`src/rtl/mem_stream_pkg.sv`:
```
// Shared types and default sizing for the memory read streamer and its skid FIFO.
package mem_stream_pkg;

   typedef enum logic [1:0] {
      IDLE  = 2'd0,
      READ  = 2'd1,
      DRAIN = 2'd2,
      ZERO  = 2'd3
   } state_e;

   localparam int DEFAULT_ADDR_WIDTH = 12;
   localparam int DEFAULT_DATA_WIDTH = 32;
   localparam int DEFAULT_LEN_WIDTH  = DEFAULT_ADDR_WIDTH + 1;

   // At most one word is in flight from memory while one waits at the stream head.
   localparam int SKID_DEPTH = 2;

endpackage

```
`src/rtl/stream_skid_fifo.sv`:
```
// Two-entry FIFO that catches memory read data while the output stream is stalled.
module stream_skid_fifo
   import mem_stream_pkg::*;
#(
   parameter int DATA_WIDTH = DEFAULT_DATA_WIDTH
) (
   input  logic                  clk,
   input  logic                  rst_n,
   input  logic                  push,
   input  logic                  pop,
   input  logic [DATA_WIDTH-1:0] din,
   output logic [DATA_WIDTH-1:0] dout,
   output logic [1:0]            count,
   output logic                  full,
   output logic                  empty
);

   logic [DATA_WIDTH-1:0] mem_q [SKID_DEPTH];
   logic [DATA_WIDTH-1:0] mem_d [SKID_DEPTH];
   logic                  wr_ptr_q, wr_ptr_d;
   logic                  rd_ptr_q, rd_ptr_d;
   logic [1:0]            count_q, count_d;
   logic                  do_push, do_pop;

   assign empty   = (count_q == 2'd0);
   assign full    = (count_q == 2'(SKID_DEPTH));
   assign count   = count_q;
   assign dout    = mem_q[rd_ptr_q];
   assign do_pop  = pop & ~empty;
   assign do_push = push & (~full | do_pop);

   // When full, a same-cycle push lands in the slot the head is leaving.
   always_comb begin
      mem_d    = mem_q;
      wr_ptr_d = wr_ptr_q;
      rd_ptr_d = rd_ptr_q;
      count_d  = count_q;
      if (do_push) begin
         mem_d[wr_ptr_q] = din;
         wr_ptr_d        = ~wr_ptr_q;
      end
      if (do_pop) begin
         rd_ptr_d = ~rd_ptr_q;
      end
      case ({do_push, do_pop})
         2'b10:   count_d = count_q + 2'd1;
         2'b01:   count_d = count_q - 2'd1;
         default: count_d = count_q;
      endcase
   end

   always_ff @(posedge clk or negedge rst_n) begin
      if (!rst_n) begin
         mem_q    <= '{default: '0};
         wr_ptr_q <= 1'b0;
         rd_ptr_q <= 1'b0;
         count_q  <= 2'd0;
      end else begin
         mem_q    <= mem_d;
         wr_ptr_q <= wr_ptr_d;
         rd_ptr_q <= rd_ptr_d;
         count_q  <= count_d;
      end
   end

endmodule

```
`src/rtl/mem_rd_streamer.sv`:
```
// Burst read engine: issues memory reads and streams the returned words out as an AXI4-Stream burst.
module mem_rd_streamer
   import mem_stream_pkg::*;
#(
   parameter int ADDR_WIDTH = DEFAULT_ADDR_WIDTH,
   parameter int DATA_WIDTH = DEFAULT_DATA_WIDTH,
   parameter int LEN_WIDTH  = DEFAULT_LEN_WIDTH
) (
   input  logic                    s01_axis_aclk,
   input  logic                    s01_axis_aresetn,
   input  logic                    start,
   input  logic [ADDR_WIDTH-1:0]   base_addr,
   input  logic [LEN_WIDTH-1:0]    burst_len,
   output logic                    busy,
   output logic                    done,
   output logic                    mem_rd_en,
   output logic [ADDR_WIDTH-1:0]   mem_rd_addr,
   input  logic [DATA_WIDTH-1:0]   mem_rd_data,
   output logic [DATA_WIDTH-1:0]   m01_axis_tdata,
   output logic [DATA_WIDTH/8-1:0] m01_axis_tstrb,
   output logic                    m01_axis_tvalid,
   output logic                    m01_axis_tlast,
   input  logic                    m01_axis_tready
);

   state_e                state_q, state_d;
   logic [ADDR_WIDTH-1:0] base_q, base_d;
   logic [LEN_WIDTH-1:0]  len_q, len_d;
   logic [LEN_WIDTH-1:0]  issue_cnt_q, issue_cnt_d;
   logic [LEN_WIDTH-1:0]  beat_cnt_q, beat_cnt_d;
   logic                  inflight_q, inflight_d;
   logic                  done_q, done_d;

   logic [1:0]            fifo_count;
   logic                  fifo_full, fifo_empty;
   logic [1:0]            pending;
   logic                  pop, issue_ok, rd_en;

   // Words already buffered plus the one returning must fit in the skid FIFO.
   assign pending  = fifo_count + {1'b0, inflight_q};
   assign pop      = m01_axis_tvalid & m01_axis_tready;
   assign issue_ok = (pending < 2'(SKID_DEPTH)) | ((pending == 2'(SKID_DEPTH)) & pop);
   assign rd_en    = (state_q == READ) & (issue_cnt_q != len_q) & issue_ok;

   assign mem_rd_en       = rd_en;
   assign mem_rd_addr     = base_q + issue_cnt_q[ADDR_WIDTH-1:0];
   assign m01_axis_tvalid = ~fifo_empty;
   assign m01_axis_tstrb  = {(DATA_WIDTH/8){m01_axis_tvalid}};
   assign m01_axis_tlast  = m01_axis_tvalid & (beat_cnt_q == len_q - LEN_WIDTH'(1));
   assign busy            = (state_q == READ) | (state_q == DRAIN);
   assign done            = done_q;

   stream_skid_fifo #(
      .DATA_WIDTH (DATA_WIDTH)
   ) u_fifo (
      .clk   (s01_axis_aclk),
      .rst_n (s01_axis_aresetn),
      .push  (inflight_q),
      .pop   (pop),
      .din   (mem_rd_data),
      .dout  (m01_axis_tdata),
      .count (fifo_count),
      .full  (fifo_full),
      .empty (fifo_empty)
   );

   always_comb begin
      state_d     = state_q;
      base_d      = base_q;
      len_d       = len_q;
      issue_cnt_d = issue_cnt_q;
      beat_cnt_d  = beat_cnt_q;
      inflight_d  = rd_en;
      done_d      = 1'b0;
      if (pop) begin
         beat_cnt_d = beat_cnt_q + LEN_WIDTH'(1);
      end
      case (state_q)
         IDLE: begin
            if (start) begin
               if (burst_len != '0) begin
                  state_d     = READ;
                  base_d      = base_addr;
                  len_d       = burst_len;
                  issue_cnt_d = '0;
                  beat_cnt_d  = '0;
               end else begin
                  state_d = ZERO;
                  done_d  = 1'b1;
               end
            end
         end
         READ: begin
            if (rd_en) begin
               issue_cnt_d = issue_cnt_q + LEN_WIDTH'(1);
               if (issue_cnt_q + LEN_WIDTH'(1) == len_q) begin
                  state_d = DRAIN;
               end
            end
         end
         DRAIN: begin
            if (pop && m01_axis_tlast) begin
               state_d = IDLE;
               done_d  = 1'b1;
            end
         end
         ZERO: begin
            state_d = IDLE;
         end
         default: begin
            state_d = IDLE;
         end
      endcase
   end

   always_ff @(posedge s01_axis_aclk or negedge s01_axis_aresetn) begin
      if (!s01_axis_aresetn) begin
         state_q     <= IDLE;
         base_q      <= '0;
         len_q       <= '0;
         issue_cnt_q <= '0;
         beat_cnt_q  <= '0;
         inflight_q  <= 1'b0;
         done_q      <= 1'b0;
      end else begin
         state_q     <= state_d;
         base_q      <= base_d;
         len_q       <= len_d;
         issue_cnt_q <= issue_cnt_d;
         beat_cnt_q  <= beat_cnt_d;
         inflight_q  <= inflight_d;
         done_q      <= done_d;
      end
   end

   // A returning word must always find room in the skid FIFO.
   a_no_overflow: assert property (@(posedge s01_axis_aclk) disable iff (!s01_axis_aresetn)
      !(inflight_q && fifo_full && !pop));

endmodule

```
`config.mk`:
```
export PLATFORM = sky130hd
export DESIGN_NAME = mem_rd_streamer
export DESIGN_NICKNAME = d
export VERILOG_FILES = /design/src/rtl/mem_stream_pkg.sv /design/src/rtl/stream_skid_fifo.sv /design/src/rtl/mem_rd_streamer.sv
export SDC_FILE = /design/constraint.sdc
export NUM_CORES = 1
export LEC_CHECK = 0
export ABC_AREA = 0
export CORE_ASPECT_RATIO = 0.9
export CORE_MARGIN = 2
export CORE_UTILIZATION = 50
export DETAILED_ROUTE_END_ITERATION = 8
export GPL_ROUTABILITY_DRIVEN = 0
export PLACE_DENSITY = 0.74
export RECOVER_POWER = 50
export SKIP_CTS_REPAIR_TIMING = 1
export SLEW_MARGIN = 20
export SYNTH_ARGS = -nofsm -noshare
export SYNTH_HDL_FRONTEND = slang
export SYNTH_SLANG_ARGS = --single-unit
```
`constraint.sdc`:
```
create_clock -name s01_axis_aclk -period 3.3 [get_ports s01_axis_aclk]
set_input_delay 0.66 -clock s01_axis_aclk [delete_from_list [all_inputs] [get_ports s01_axis_aclk]]
set_output_delay 0.66 -clock s01_axis_aclk [all_outputs]
set_load 0.05 [all_outputs]
```
==> results of run 1 <==
## kinds of logic after synthesis
group | count (synthesis) | share of synthesized area [%]
compound gates | 80 | 7.967
xor+xnor | 64 | 8.205
fa+ha+maj | 21 | 3.956
buf+inv | 58 | 3.590
flops | 123 | 45.05
mux | 122 | 20.06
simple gates | 149 | 11.17
## sequential cells by signal, indices dropped and copies added, names as in the netlist
register	cells
u_fifo.mem_q	64
beat_cnt_q	13
issue_cnt_q	13
len_q	13
base_q	12
state_q	2
u_fifo.count	2
done	1
inflight_q	1
u_fifo.rd_ptr_q	1
u_fifo.wr_ptr_q	1
## worst max-delay path: cells and delay by family, from the launching register on
family | cells | cell delay [ns]
adders and majority gates | 1 | 0.30
AOI/OAI and AO/OA | 5 | 1.00
buffers and inverters | 2 | 0.33
and+or+nand+nor | 1 | 0.08
DFF | 1 | 0.38
xor gates and xnor gates | 1 | 0.23
## metal layers
metal  wire length, um  share of wire (%)
met1              6807                 43
met2              8149                 52
met3               638                4.0
met4               194                1.2
met5                 0                  0
## per-stage QoR
stage               hold slack, ns  std cells
floorplan                   0.3644        617
global placement            0.4647        876
detailed placement          0.4677        876
CTS                         0.3665        906
global route                0.4962        914
finish                      0.4782        914
## cell usage after synthesis (4+ instances only)
| library cell | number | area share [%] |
|---|---|---|
| and2_1 | 6 | 0.55 |
| o21ai_1 | 18 | 1.3 |
| dfrtp_1 | 123 | 45 |
| and3_1 | 6 | 0.55 |
| nand2_1 | 33 | 1.8 |
| mux2_2 | 85 | 14 |
| nand4_1 | 6 | 0.55 |
| o21ai_0 | 5 | 0.37 |
| xnor2_1 | 38 | 4.9 |
| ha_1 | 20 | 3.7 |
| clkbuf_1 | 24 | 1.3 |
| mux2_1 | 34 | 5.6 |
| or3_1 | 5 | 0.46 |
| xor2_1 | 26 | 3.3 |
| inv_1 | 21 | 1.2 |
| buf_1 | 4 | 0.22 |
| nor4_1 | 8 | 0.73 |
| nand3_1 | 18 | 1.3 |
| nor3_1 | 8 | 0.59 |
| buf_4 | 4 | 0.44 |
| buf_2 | 4 | 0.29 |
| nor2_1 | 39 | 2.1 |
| and4_1 | 4 | 0.51 |
| a31oi_1 | 4 | 0.37 |
| o31ai_1 | 10 | 1.1 |
| a21oi_1 | 13 | 0.95 |
## layout by cell type (no fill, tap or decap), types with 4 or more instances in the layout
master	netlist	layout
and2_1	6	6
nand3_1	18	18
or3_1	5	4
dfrtp_1	123	117
clkbuf_8	0	5
nor4_1	8	8
a31oi_1	4	4
nor2_1	39	36
o21ai_1	18	16
xor2_1	26	26
o31ai_1	10	10
a21oi_1	13	11
and3_1	6	6
nand4_1	6	6
clkbuf_1	24	5
clkbuf_16	0	18
xnor2_1	38	36
inv_1	21	18
nor3_1	8	8
mux2_1	34	34
o21ai_0	5	4
clkdlybuf4s50_1	0	81
mux2_2	85	85
buf_4	4	39
ha_1	20	18
nand2_1	33	33
buf_12	0	5
dfrtp_2	0	6
## layout make-up
type	count	area share, %
clock buffers	24	5.607
clock inverters	6	0.9648
inverters	21	0.8809
multi-input cells	436	40.62
flip-flops and latches	123	34.48
well taps	168	2.349
repair buffers	136	15.10
## how the worst max path moves through the flow
stage                                  to            from  slack [ns]  cells after the start
after floorplan            mem_rd_addr[8]  issue_cnt_q[0]        0.08                     10
after global placement    mem_rd_addr[11]       base_q[1]        0.19                     10
after detailed placement  mem_rd_addr[10]  issue_cnt_q[0]        0.18                     11
after CTS                 mem_rd_addr[10]  issue_cnt_q[0]       -0.29                     11
after global routing      mem_rd_addr[11]       base_q[1]       -0.25                     10
final                     mem_rd_addr[11]       base_q[1]        -0.1                     10
## where the power goes
part | leakage [nW] | internal, mW | switching (mW)
Combinational | 2.02 | 2.42 | 3.25
Sequential | 1.51 | 2.16 | 0.505
Clock | 0.288 | 1.20 | 0.636
Total | 3.81 | 5.77 | 4.40
==> impl_metrics.env, run 1 <==
export IMPL_status="complete, but fails checks"
export IMPL_failed_checks="max-capacitance violations, max-slew violations, negative setup slack"
export IMPL_avgRoutedWirePerCell_um=17.27
export IMPL_setup_slack_ns=-0.09511
export IMPL_grtUsageTotal_pct=21.76
export IMPL_netlist_area_um2=6832
export IMPL_synthFlopType="dfrtp_1"
export IMPL_rows=40
export IMPL_dp_final_hpwl_um=11140
export IMPL_port_buffers=113
export IMPL_diodes=0
export IMPL_ys_seq_elements=123
export IMPL_cts_buffers_inserted=17
export IMPL_boundaryPins=114
export IMPL_finalPower_mw=10.17
export IMPL_num_vias=5129
export IMPL_final_area_um2=8949
export IMPL_hold_depth=1
export IMPL_drcViolationCount=0
export IMPL_worstRegToRegCells=9
export IMPL_drt_pass1_iterations=4
export IMPL_fmax_ghz=0.2945
export IMPL_grt_pass1_vias=5173
export IMPL_finalNetCount=817
export IMPL_final_setup_tns_ns=-0.09511
export IMPL_ir_drop_mv=0.7293
export IMPL_p_leak_nw=3.810
export IMPL_slew_viol_final=124
export IMPL_max_stage_delay_ns=0.38
export IMPL_grt_pass1_wl_um=25090
export IMPL_worstPathRequired_ns=2.64
export IMPL_timing_hold_worst_start="u_fifo.mem_q[35]"
export IMPL_n_fill_cell=999
export IMPL_routed_wl_um=15790
export IMPL_hold_path_end="u_fifo.mem_q[35]"
export IMPL_grt_max_degree=124
export IMPL_r2r_end="state_q[0]"
export IMPL_multi_input_area_um2=3635
export IMPL_utilization_pct=66.97
export IMPL_antenna_found_initial=0
export IMPL_start_kind="register"
export IMPL_finClkSkew_ns=0.006228
export IMPL_fin_crit_ns=3.395
export IMPL_start_util_pct=51.12
export IMPL_synth_fp_nets=699
export IMPL_synth_distinct_cells=58
export IMPL_synth_area_per_cell_um2=11.07
export IMPL_die_y_um=114.9
export IMPL_tritoncts="done"
export IMPL_cts_path_max_buffers=2
export IMPL_rrSetupSlack_ns=0.39
export IMPL_end_kind="output port"
export IMPL_worstMarginPinSlew_ns=1.685
export IMPL_dpl_cell_area_um2=8167
export IMPL_met2_usage_pct=37.35
export IMPL_cts_max_level=4
export IMPL_yosysSeqAreaShare_pct=45.05
export IMPL_hold_path_class="reg2reg"
export IMPL_synthCells=617
export IMPL_drv_cap=1
export IMPL_met1_usage_pct=26.96
export IMPL_clkTransAtPathRegs_ns=0.05
export IMPL_ant_nets=0
export IMPL_slew_headroom_pct=-12.34
export IMPL_power_density_nw_per_um2=1137
export IMPL_met3_usage_pct=5.677
export IMPL_finalCritPeriodShare_pct=102.9
export IMPL_synth_edf_count=0
export IMPL_hold_viol=0
export IMPL_clk_latency_ns=0.42
export IMPL_area_growth_pct=30.99
export IMPL_yosys_warnings=0
export IMPL_dieArea_um2=14620
export IMPL_setup_violations_final=1
export IMPL_fp_dieW_um=127.2
export IMPL_cp_cell_sequence="ha_1 -> a21o_1 -> a21oi_2 -> nor2b_2 -> o41ai_2 -> buf_4 -> o21ai_2 -> o41a_1 -> xnor2_2 -> buf_12"
export IMPL_rsz0062_at_grt="true"
export IMPL_grt_busiest_layer="met2"
export IMPL_worstSetupPathType="reg2out"
export IMPL_final_seq_area_um2=3085
export IMPL_synth_async_reset_ratio_pct=100.0
export IMPL_grt_overflow=0
export IMPL_root_buffer="clkbuf_16"
export IMPL_slowest_stage="dfrtp_1"
export IMPL_cts_sinks=123
export IMPL_pre_cts_slack_ns=0.1769
export IMPL_drt_iter0_markers=278
export IMPL_drive_above_1_share_pct=27.21
export IMPL_vias_per_cell=5.612
export IMPL_critPathMaxFanout=2
export IMPL_coreArea_um2=13360
export IMPL_arrival_ns=2.74
export IMPL_reg2reg_from="issue_cnt_q[1]"
(Power assumes the default switching activity.)
==> run 2, diff against run 1 <==
CTS_CLUSTER_SIZE = 12   (was default)
PLACE_DENSITY = 0.76   (was 0.74)
SLEW_MARGIN = 0   (was 20)
==> run 2 against run 1 <==
  * The run still ends with max-capacitance violations, max-slew violations, negative setup slack left
  * First-iteration DRC count is 1.1% higher
  * Fmax decreased by 2.9%
  * Global-route usage up 0.97 points
  * Critical path type unchanged
  * Largest cell class unchanged
  * Largest power group unchanged
==> impl_metrics.env, run 2 (synthesized netlist as in run 1, its figures left out) <==
export IMPL_p_leak_nw=3.802
export IMPL_clkTransAtPathRegs_ns=0.06
export IMPL_hold_path_class="reg2reg"
export IMPL_slowest_stage="o41a_1"
export IMPL_grt_pass1_wl_um=26340
export IMPL_worstSetupPathType="reg2out"
export IMPL_num_vias=5167
export IMPL_drv_cap=1
export IMPL_cts_max_level=4
export IMPL_max_stage_delay_ns=0.42
export IMPL_drt_pass1_iterations=4
export IMPL_grt_pass1_vias=5395
export IMPL_drt_iter0_markers=281
export IMPL_dp_final_hpwl_um=11370
export IMPL_finalNetCount=817
export IMPL_avgRoutedWirePerCell_um=17.39
export IMPL_crit_family="compound AO/OA/AOI/OAI gates"
export IMPL_regMostFlops="u_fifo.mem_q"
export IMPL_vias_per_cell=5.641
export IMPL_rows=40
export IMPL_fmax_ghz=0.2861
export IMPL_failed_checks="max-capacitance violations, max-slew violations, negative setup slack"
export IMPL_start_util_pct=51.12
export IMPL_end_kind="output port"
export IMPL_layout_commonest_cell="dfrtp_1"
export IMPL_grt_overflow=0
export IMPL_final_cell_mix="120 x dfrtp_1, 85 x mux2_2, 78 x clkdlybuf4s50_1, 43 x buf_4, 36 x nor2_1"
export IMPL_status="complete, but fails checks"
export IMPL_setup_violations_final=1
export IMPL_cp_cell_sequence="ha_1 -> a21o_1 -> a21oi_2 -> nor2b_2 -> o41ai_4 -> o21ai_2 -> o41a_1 -> xnor2_2 -> buf_12"
export IMPL_worstRegToRegCells=9
export IMPL_grtUsageTotal_pct=22.72
export IMPL_arrival_ns=2.84
export IMPL_root_buffer="clkbuf_16"
export IMPL_critPathMaxFanout=2
export IMPL_routed_wl_um=15930
export IMPL_die_y_um=114.9
export IMPL_start_kind="register"
export IMPL_cts_sinks=123
export IMPL_worstPathRequired_ns=2.64
export IMPL_diodes=0
export IMPL_cts_path_max_buffers=2
export IMPL_slew_viol_final=46
export IMPL_fp_dieW_um=127.2
export IMPL_slew_headroom_pct=-80.54
export IMPL_antenna_found_initial=0
export IMPL_ir_drop_mv=0.6298
export IMPL_utilization_pct=66.65
export IMPL_port_buffers=113
export IMPL_n_fill_cell=993
export IMPL_cp_num_buf_inv=1
export IMPL_dieArea_um2=14620
export IMPL_finClkSkew_ns=0.008424
export IMPL_drcViolationCount=0
export IMPL_ant_nets=0
export IMPL_worstMarginPinSlew_ns=2.708
export IMPL_grt_max_degree=59
export IMPL_coreArea_um2=13360
export IMPL_largest_register_ffs=64
export IMPL_rsz0062_at_grt="true"
export IMPL_pre_cts_slack_ns=0.04623
export IMPL_hold_depth=1
export IMPL_cp_depth=9
export IMPL_hold_viol=0
export IMPL_finalCritPeriodShare_pct=105.9
export IMPL_area_growth_pct=30.37
export IMPL_final_setup_tns_ns=-0.1950
export IMPL_clk_latency_ns=0.41
export IMPL_setup_slack_ns=-0.1950
export IMPL_drive_above_1_share_pct=27.41
export IMPL_power_density_nw_per_um2=1132
export IMPL_cts_buffers_inserted=17
export IMPL_boundaryPins=114
export IMPL_fin_crit_ns=3.495
export IMPL_tritoncts="done"
-- run 2: cell types whose count changed in the layout (fill, tap and decap cells not counted), sizes merged --
cell,before,now
buf,47,52
clkinv,3,4
clkinvlp,1,6
inv,21,23
clkdlybuf4s50,81,78
bufbuf,1,0
clkbuf,30,23
-- run 2: power breakdown --
part           internal (mW)  leakage (nW)  switching (mW)
Combinational           2.35          2.02            3.26
Clock                   1.13         0.271           0.696
Sequential              2.15          1.51           0.488
Total                   5.63          3.80            4.44
-- run 2: metal layers --
metal  share of wire (%)  routed length, um  GRT usage [%]  vias up
li1                    -                  -              -     2429
met1                  42               6638          27.84     2555
met2                  52               8231          40.29      162
met3                 5.3                841          4.933       21
met4                 1.4                216          7.473        0
met5                   0                  0              0        -
-- run 2: worst paths after layout --
kind                                   from  slack [ns]               to
min reg2reg                 u_fifo.rd_ptr_q        0.47  u_fifo.rd_ptr_q
max                          issue_cnt_q[1]       -0.20  mem_rd_addr[11]
max in group asynchronous  s01_axis_aresetn        0.63         len_q[0]
min in group asynchronous  s01_axis_aresetn        1.11        base_q[2]
min                         u_fifo.rd_ptr_q        0.47  u_fifo.rd_ptr_q
max reg2reg                  issue_cnt_q[0]        0.26       state_q[0]
-- run 2: through the flow --
stage | instances | instance area, um2 | power, mW | hold WS [ns]
finish | 916 | 8906 | 10.08 | 0.4745
global route | 916 | 8906 | 10.64 | 0.4884
CTS | 912 | 8782 | 10.04 | 0.2802
detailed placement | 880 | 8197 | 8.158 | 0.4746
global placement | 880 | 8197 | 7.979 | 0.4636
floorplan | 617 | 6847 | 6.529 | 0.3644
-- run 2: layout make-up --
| type | count | area, um2 | share of cell area, % |
|---|---|---|---|
| multi-input combinational | 436 | 3618 | 40.63 |
| sequential | 123 | 3082 | 34.60 |
| timing repair buffer | 136 | 1331 | 14.95 |
| clock buffer | 18 | 439.2 | 4.931 |
| tap | 168 | 210.2 | 2.360 |
| clock inverter | 14 | 146.4 | 1.644 |
| inverter | 21 | 78.83 | 0.8851 |
==> run 3, diff against run 2 <==
CORE_MARGIN = default   (was 2)
==> run 3 against run 2 <==
  * The run ends with design-rule violations, negative setup slack left
  * Count of clock-buffer cells in the layout is 1 lower
  * Highest routed layer unchanged
  * Flip-flop and latch count is the same
  * Largest cell class unchanged
  * Die area fell by 3.3%
  * Setup slack gained 0.12 ns
  * Cell count is 0.22% lower
  * Combinational power about the same
  * Non-clock buffer count shrank 2
  * Sequential share of layout area barely moved
  * Critical path type unchanged
  * Fmax grew 3.5%
  * Worst hold slack improved by 0.012 ns
  * First-iteration DRC count rose by 3.9%
==> impl_metrics.env, run 3 (synthesized netlist as in run 1, its figures left out) <==
export IMPL_drt_pass1_iterations=6
export IMPL_regMostFlops="u_fifo.mem_q"
export IMPL_ant_nets=0
export IMPL_worstSetupPathType="reg2out"
export IMPL_cts_sinks=123
export IMPL_vias_per_cell=5.602
export IMPL_num_vias=5120
export IMPL_drv_cap=0
export IMPL_start_util_pct=51.12
export IMPL_fin_crit_ns=3.376
export IMPL_antenna_found_initial=0
export IMPL_final_seq_area_um2=3082
export IMPL_crit_path_end="mem_rd_addr[11]"
export IMPL_avgRoutedWirePerCell_um=16.84
export IMPL_dp_final_hpwl_um=10920
export IMPL_slew_viol_final=0
export IMPL_rows=40
export IMPL_dpl_cell_area_um2=8197
export IMPL_layout_commonest_cell="dfrtp_1"
export IMPL_rrSetupSlack_ns=0.38
export IMPL_final_setup_tns_ns=-0.07553
export IMPL_final_area_um2=8901
export IMPL_p_leak_nw=3.799
export IMPL_finalCritPeriodShare_pct=102.3
export IMPL_fp_dieW_um=125.2
export IMPL_cts_max_level=4
export IMPL_critPathMaxFanout=2
export IMPL_cp_depth=10
export IMPL_dieArea_um2=14140
export IMPL_port_buffers=113
export IMPL_whs_ns=0.4861
export IMPL_ir_drop_mv=0.7001
export IMPL_tritoncts="done"
export IMPL_die_y_um=112.9
export IMPL_multi_input_area_um2=3600
export IMPL_crit_family="compound AO/OA/AOI/OAI gates"
export IMPL_placed_cells=880
export IMPL_drt_iter0_markers=292
export IMPL_worstMarginPinSlew_ns=1.260
export IMPL_end_kind="output port"
export IMPL_hold_viol=0
export IMPL_drcViolationCount=12
export IMPL_grt_overflow=0
export IMPL_worstSetupStartpoint="base_q[1]"
export IMPL_setup_violations_final=1
export IMPL_start_kind="register"
export IMPL_power_density_nw_per_um2=1143
export IMPL_largest_register_ffs=64
export IMPL_fmax_ghz=0.2963
export IMPL_final_cell_mix="120 x dfrtp_1, 85 x mux2_2, 83 x clkdlybuf4s50_1, 38 x buf_4"
export IMPL_utilization_pct=66.61
export IMPL_slowest_stage="dfrtp_1"
export IMPL_cp_cell_sequence="ha_1 -> a21o_1 -> a21oi_2 -> nor2b_2 -> o41ai_2 -> buf_4 -> o21ai_2 -> o41a_1 -> xnor2_2 -> buf_12"
export IMPL_finalNetCount=815
export IMPL_slew_headroom_pct=15.99
export IMPL_failed_checks="design-rule violations, negative setup slack"
export IMPL_final_cells=914
export IMPL_setup_slack_ns=-0.07553
export IMPL_coreArea_um2=13360
export IMPL_drive_above_1_share_pct=26.81
export IMPL_status="complete, but fails checks"
export IMPL_clkTransAtPathRegs_ns=0.06
export IMPL_root_buffer="clkbuf_16"
export IMPL_grt_pass1_wl_um=25620
export IMPL_cts_buffers_inserted=17
export IMPL_cts_path_max_buffers=2
export IMPL_r2r_end="state_q[0]"
export IMPL_routed_wl_um=15400
export IMPL_grt_max_degree=54
export IMPL_hold_path_class="reg2reg"
export IMPL_diodes=0
export IMPL_area_growth_pct=30.29
export IMPL_max_stage_delay_ns=0.38
export IMPL_grt_pass1_vias=5231
export IMPL_cp_num_buf_inv=2
export IMPL_worstRegToRegCells=9
export IMPL_boundaryPins=114
export IMPL_n_fill_cell=1006
export IMPL_clk_latency_ns=0.42
export IMPL_reg2reg_from="issue_cnt_q[0]"
export IMPL_rsz0062_at_grt="true"
export IMPL_worstPathRequired_ns=2.64
export IMPL_arrival_ns=2.72
export IMPL_finClkSkew_ns=0.01203
export IMPL_grtUsageTotal_pct=22.91
## run 3: area by class of cell
cell class              count  area share, %
clock inverters            15          2.207
multi-input cells         436          40.44
repair buffers            134          14.70
flip-flops and latches    123          34.62
well taps                 168          2.362
clock buffers              17          4.779
inverters                  21         0.8856
## run 3: report_power, final
part,leakage (nW),total [mW],internal (mW),switching (mW)
clock network,0.295,1.94,1.26,0.684
logic,1.99,5.60,2.36,3.24
registers,1.51,2.63,2.15,0.484
## run 3: worst min-delay path by stage
stage | from | to | slack (ns) | depth (start not counted)
6_report | u_fifo.mem_q[61] | u_fifo.mem_q[61] | 0.49 | 1
5_1_grt | u_fifo.mem_q[3] | u_fifo.mem_q[3] | 0.51 | 1
4_1_cts | s01_axis_aresetn | u_fifo.mem_q[32] | 0.30 | 1
3_5_place_dp | u_fifo.mem_q[61] | u_fifo.mem_q[61] | 0.48 | 1
3_3_place_gp | u_fifo.rd_ptr_q | u_fifo.rd_ptr_q | 0.46 | 1
2_1_floorplan | s01_axis_aresetn | base_q[0] | 0.36 | 0
## run 3: layer usage
| layer | track usage, % | part of all wire [%] | vias up |
|---|---|---|---|
| met3 | 5.485 | 4.2 | 19 |
| met5 | 0 | 0 | - |
| met2 | 39.66 | 51 | 126 |
| li1 | - | - | 2433 |
| met1 | 27.94 | 43 | 2542 |
| met4 | 8.455 | 1.6 | 0 |
## run 3: per-stage QoR
step                      total power [mW]  setup WS, ns
after floorplan                      6.529       0.08134
after global placement               7.973        0.2116
after detailed placement             8.141        0.1525
after CTS                            10.15       -0.3247
after global routing                 10.69       -0.2208
final                                10.18      -0.07553
